File: src/rtl/counter_pkg.sv
// Shared definitions for the parameterised up/down counter.
//   dir_e          - encoding of the 'up' direction input
//   DEFAULT_WIDTH  - default counter width in bits
package counter_pkg;

    localparam int DEFAULT_WIDTH = 4;

    typedef enum logic {
        DIR_DOWN = 1'b0,
        DIR_UP   = 1'b1
    } dir_e;

endpackage

File: src/rtl/counter_prescaler.sv
// Enable prescaler: produces a tick once every PRESCALE enabled cycles.
// Ports:
//   clk      - clock, rising edge
//   rst      - asynchronous active-low reset
//   en       - advance the prescaler this cycle
//   sync_clr - synchronous return to 0 (takes priority over en)
//   tick     - combinational, high on the enabled cycle that completes a period
module counter_prescaler #(
    parameter int PRESCALE = 1
) (
    input  logic clk,
    input  logic rst,
    input  logic en,
    input  logic sync_clr,
    output logic tick
);

    localparam int PW = (PRESCALE > 1) ? $clog2(PRESCALE) : 1;
    localparam logic [PW-1:0] LAST = PW'(PRESCALE - 1);

    logic [PW-1:0] cnt;

    // With PRESCALE=1, LAST is 0 and cnt never leaves 0, so tick == en.
    assign tick = en && (cnt == LAST);

    always_ff @(posedge clk or negedge rst) begin
        if (!rst) begin
            cnt <= '0;
        end else if (sync_clr) begin
            cnt <= '0;
        end else if (en) begin
            cnt <= (cnt == LAST) ? '0 : cnt + PW'(1);
        end
    end

endmodule

File: src/rtl/param_counter.sv
// Parameterised up/down counter with prescaler, load, clear, wrap pulse
// and sticky overflow flag.
// Ports:
//   clk      - clock, rising edge
//   rst      - asynchronous active-low reset
//   en       - count enable (feeds the prescaler)
//   up       - direction, 1 = up, 0 = down
//   clr      - synchronous clear of count and prescaler (highest priority)
//   load     - synchronous load of load_val, saturated to MAX_VAL
//   load_val - value to load
//   clr_ovf  - clears ovf (a simultaneous wrap wins)
//   q        - registered count, 0..MAX_VAL
//   tc       - combinational terminal count for the current direction
//   wrap     - registered one-cycle pulse after a wrapping edge
//   ovf      - registered sticky wrap flag
module param_counter
    import counter_pkg::*;
#(
    parameter int WIDTH    = DEFAULT_WIDTH,
    parameter int MAX_VAL  = 2**WIDTH - 1,
    parameter int PRESCALE = 1
) (
    input  logic             clk,
    input  logic             rst,
    input  logic             en,
    input  logic             up,
    input  logic             clr,
    input  logic             load,
    input  logic [WIDTH-1:0] load_val,
    input  logic             clr_ovf,
    output logic [WIDTH-1:0] q,
    output logic             tc,
    output logic             wrap,
    output logic             ovf
);

    localparam logic [WIDTH-1:0] MAX_Q = WIDTH'(MAX_VAL);

    logic             tick;
    logic             going_up;
    logic             wrap_set;
    logic [WIDTH-1:0] q_next_count;

    assign going_up = (dir_e'(up) == DIR_UP);

    counter_prescaler #(
        .PRESCALE (PRESCALE)
    ) u_prescaler (
        .clk      (clk),
        .rst      (rst),
        .en       (en),
        .sync_clr (clr | load),
        .tick     (tick)
    );

    assign tc = going_up ? (q == MAX_Q) : (q == '0);

    // q above MAX_VAL (only via misuse) returns to 0 going up without
    // counting as a wrap, since tc is low there.
    always_comb begin
        q_next_count = q;
        if (going_up) begin
            q_next_count = (q >= MAX_Q) ? '0 : q + WIDTH'(1);
        end else begin
            q_next_count = (q == '0) ? MAX_Q : q - WIDTH'(1);
        end
    end

    assign wrap_set = !clr && !load && tick && tc;

    always_ff @(posedge clk or negedge rst) begin
        if (!rst) begin
            q    <= '0;
            wrap <= 1'b0;
        end else begin
            wrap <= wrap_set;
            if (clr) begin
                q <= '0;
            end else if (load) begin
                q <= (load_val > MAX_Q) ? MAX_Q : load_val;
            end else if (tick) begin
                q <= q_next_count;
            end
        end
    end

    always_ff @(posedge clk or negedge rst) begin
        if (!rst) begin
            ovf <= 1'b0;
        end else if (wrap_set) begin
            ovf <= 1'b1;
        end else if (clr_ovf) begin
            ovf <= 1'b0;
        end
    end

endmodule

File: config.mk
export PLATFORM = sky130hd
export DESIGN_NAME = param_counter
export DESIGN_NICKNAME = d
export VERILOG_FILES = /design/src/rtl/counter_pkg.sv /design/src/rtl/counter_prescaler.sv /design/src/rtl/param_counter.sv
export SDC_FILE = /design/constraint.sdc
export NUM_CORES = 1
export LEC_CHECK = 0
export CORE_AREA = 2 2 39 41
export CTS_BUF_LIST = sky130_fd_sc_hd__clkbuf_8
export CTS_CLUSTER_DIAMETER = 40
export DETAILED_ROUTE_END_ITERATION = 8
export DIE_AREA = 0 0 41 43
export PLACE_DENSITY = 0.65
export SYNTH_ARGS = -nofsm -noshare
export SYNTH_HDL_FRONTEND = slang
export SYNTH_SLANG_ARGS = --single-unit
File: constraint.sdc
create_clock -name clk -period 1.4 [get_ports clk]
set_input_delay 0.28 -clock clk [delete_from_list [all_inputs] [get_ports clk]]
set_output_delay 0.28 -clock clk [all_outputs]
set_load 0.01 [all_outputs]
==> flow_metrics.env <==
export IMPL_status="finished with violations"
export IMPL_violations="setup timing"
export IMPL_synth_simple_area_share_pct=19.17
export IMPL_grt_max_degree=9
export IMPL_drv_slew=0
export IMPL_synthCells=48
export IMPL_synth_distinct_cells=25
export IMPL_synthFlopType="dfrtp_1"
export IMPL_dp_hpwl_um=796.2
export IMPL_ioPinCount=18
export IMPL_synth_seq_area_share_pct=35.40
export IMPL_cts_root_buffer="clkbuf_8"
export IMPL_vias_per_cell=4.798
export IMPL_dieWidth_um=41
export IMPL_p_per_area_nw_per_um2=855.2
export IMPL_ys_seq_elements=6
export IMPL_netlist_top_cells_count="6 x dfrtp_1, 5 x inv_1, 4 x a21oi_1, 4 x nor2_1"
export IMPL_finalInstanceArea_um2=769.5
export IMPL_rsz0062_at_grt="true"
export IMPL_gp_congestion=0.7180
export IMPL_period_needed_ps=1735
export IMPL_start_util_pct=30.65
export IMPL_clock_path_buffers=2
export IMPL_hold_path_class="in -> async"
export IMPL_timing_final_crit_share_pct=124.0
export IMPL_grt_usage_pct=14.66
export IMPL_synth_xor_area_share_pct=6.195
export IMPL_num_vias=451
export IMPL_path_cells="inv_2 > ha_4 > or4b_4 > nand2_2 > buf_6"
export IMPL_grt_first_pass_wirelength_um=1683
export IMPL_syn_avg_cell_area_um2=8.837
export IMPL_synthesis_area_um2=424.2
export IMPL_required_ps=1120
export IMPL_drv_cap=0
export IMPL_synth_top_family_by_area="simple AND/OR/NAND/NOR gates"
export IMPL_drc=0
export IMPL_seqCellArea_um2=153.9
export IMPL_critPathSlowestCell="or4b_4"
export IMPL_n_antenna_cell=0
export IMPL_crit_path_max_incr_delay_ps=460
export IMPL_clock_sinks=6
export IMPL_cts_buffers_inserted=3
export IMPL_post_dp_cell_area_um2=684.4
export IMPL_cp_start_kind="flip-flop"
export IMPL_arrival_ps=1460
export IMPL_setup_violations=5
export IMPL_fin_skew_ps=7.634
export IMPL_ctsHtreeMaxLevel=1
export IMPL_die_area_um2=1763
export IMPL_place_ws_ps=-701.6
export IMPL_setup_tns_ps=-858.9
export IMPL_muxShareOfSynthArea_pct=5.015
export IMPL_postCtsHoldBufs=0
export IMPL_coreArea_um2=1384
export IMPL_grt_overflow=0
export IMPL_holdWs_ps=290.2
export IMPL_synth_most_common_cell="dfrtp_1"
export IMPL_rows=14
export IMPL_slew_headroom_pct=82.74
export IMPL_crit_fanout=2
export IMPL_stdcell_count=94
export IMPL_drt_pass1_iterations=4
export IMPL_synthAdderAreaFrac_pct=5.900
export IMPL_nNetsFinal=92
export IMPL_yosysTopAreaCell="dfrtp_1"
export IMPL_multi_input_area_um2=257.7
export IMPL_drtAntennaViolNets=0
export IMPL_die_height_um=43
export IMPL_worst_pin_slew_ps=258.1
export IMPL_finalHoldViolCount=0
export IMPL_syn_to_final_growth_pct=81.42
export IMPL_final_layout_size_suffix_gt1_share_pct=37.18
export IMPL_wl_per_cell_um=10.91
export IMPL_grt_pass1_vias=413
export IMPL_port_buffers=17
export IMPL_synth_top_cell_area_share_pct=35.40
export IMPL_path_class="reg -> out"
export IMPL_final_util_pct=55.61
export IMPL_placed_cells=88
export IMPL_p_leak_nw=0.3765
export IMPL_cts_clk_slew_worst_paths_ps=40
export IMPL_wirelength_um=1026
export IMPL_insertion_delay_ps=220
export IMPL_synth_area_leaders="dfrtp_1 35%, xnor2_1 6.2%, ha_1 5.9%"
export IMPL_synth_edf_count=0
export IMPL_synth_compound_area_share_pct=18.88
export IMPL_synth_nets=61
export IMPL_n_fill_cell=134
export IMPL_antenna_found_initial=0
export IMPL_drtIter0Drc=4
export IMPL_finalWorstSetupSlack_ps=-335.4
export IMPL_ir_drop_uv=672.9
export IMPL_total_power_mw=0.6581
export IMPL_cts_tree="yes"
export IMPL_ys_warn_count=0
export IMPL_synthArstFlopShare_pct=100.0
export IMPL_worst_setup_path_end_kind="primary output"
export IMPL_max_freq_ghz=0.5762
[kinds of logic (layout without fill, tap and decap cells)]
group                    Yosys count  count (layout)
AO/OA/AOI/OAI                     12              12
XOR/XNOR                           3               3
adder cells (fa/ha/maj)            2               2
buffers and inverters              8              38
flip-flops                         6               6
multiplexers                       2               2
AND/OR/NAND/NOR                   15              15
[state kept, by name, indices dropped and copies added (netlist names)]
name,count
wrap,1
q,4
ovf,1
[worst max-delay path: cells and delay by family (launching register included)]
kind                       cells  cell delay [ps]
DFF                            1              400
buffers and inverters          2              160
and+or+nand+nor                2              540
adders and majority gates      1              120
[path summary, 6_finish.rpt]
path	from	end	slack, ps	cells after the start
setup / recovery	q[0]	tc	-340	5
hold reg to reg	ovf	ovf	470	1
max in group asynchronous	rst	q[1]	880	1
min in group clk	ovf	ovf	470	1
setup reg to reg	q[0]	q[0]	-260	7
hold / removal	rst	wrap	290	1
[power by group]
| part | internal [mW] | switching (mW) |
|---|---|---|
| sequential | 0.186 | 0.00760 |
| combinational | 0.119 | 0.0827 |
| clock | 0.188 | 0.0742 |
| total | 0.494 | 0.164 |
[timing repair]
action	CTS	global route
setup buffers	1	1
setup endpoints to repair	10	7
gates resized for setup	17	3
hold endpoints to repair	0	0
pin swaps	5	4
[routing by layer]
metal	up-vias	share of wire, %	global-route usage [%]
met4	0	0.78	8.000
li1	232	-	-
met1	204	43	19.74
met3	3	4.8	4.712
met2	12	51	20.00
met5	-	0	0
[cell type report]
class	instances	area share (%)
tap	16	2.602
multi-input combinational	34	33.50
inverter	5	2.439
clock buffer	3	5.366
timing repair buffer	29	35.61
clock inverter	1	0.4878
sequential	6	20.00
[placed cells by master, fill, tap and decap left out, drive strengths merged, types with 2 or more instances in the layout]
cell            n
a21oi           4
buf            13
clkbuf          3
clkdlybuf4s50  10
dfrtp           6
dlygate4sd2     4
ha              2
inv             6
nand2           3
nand3           2
nor2            4
o21ai           2
xnor2           3
No activity file was read; power rests on OpenSTA's default activity.
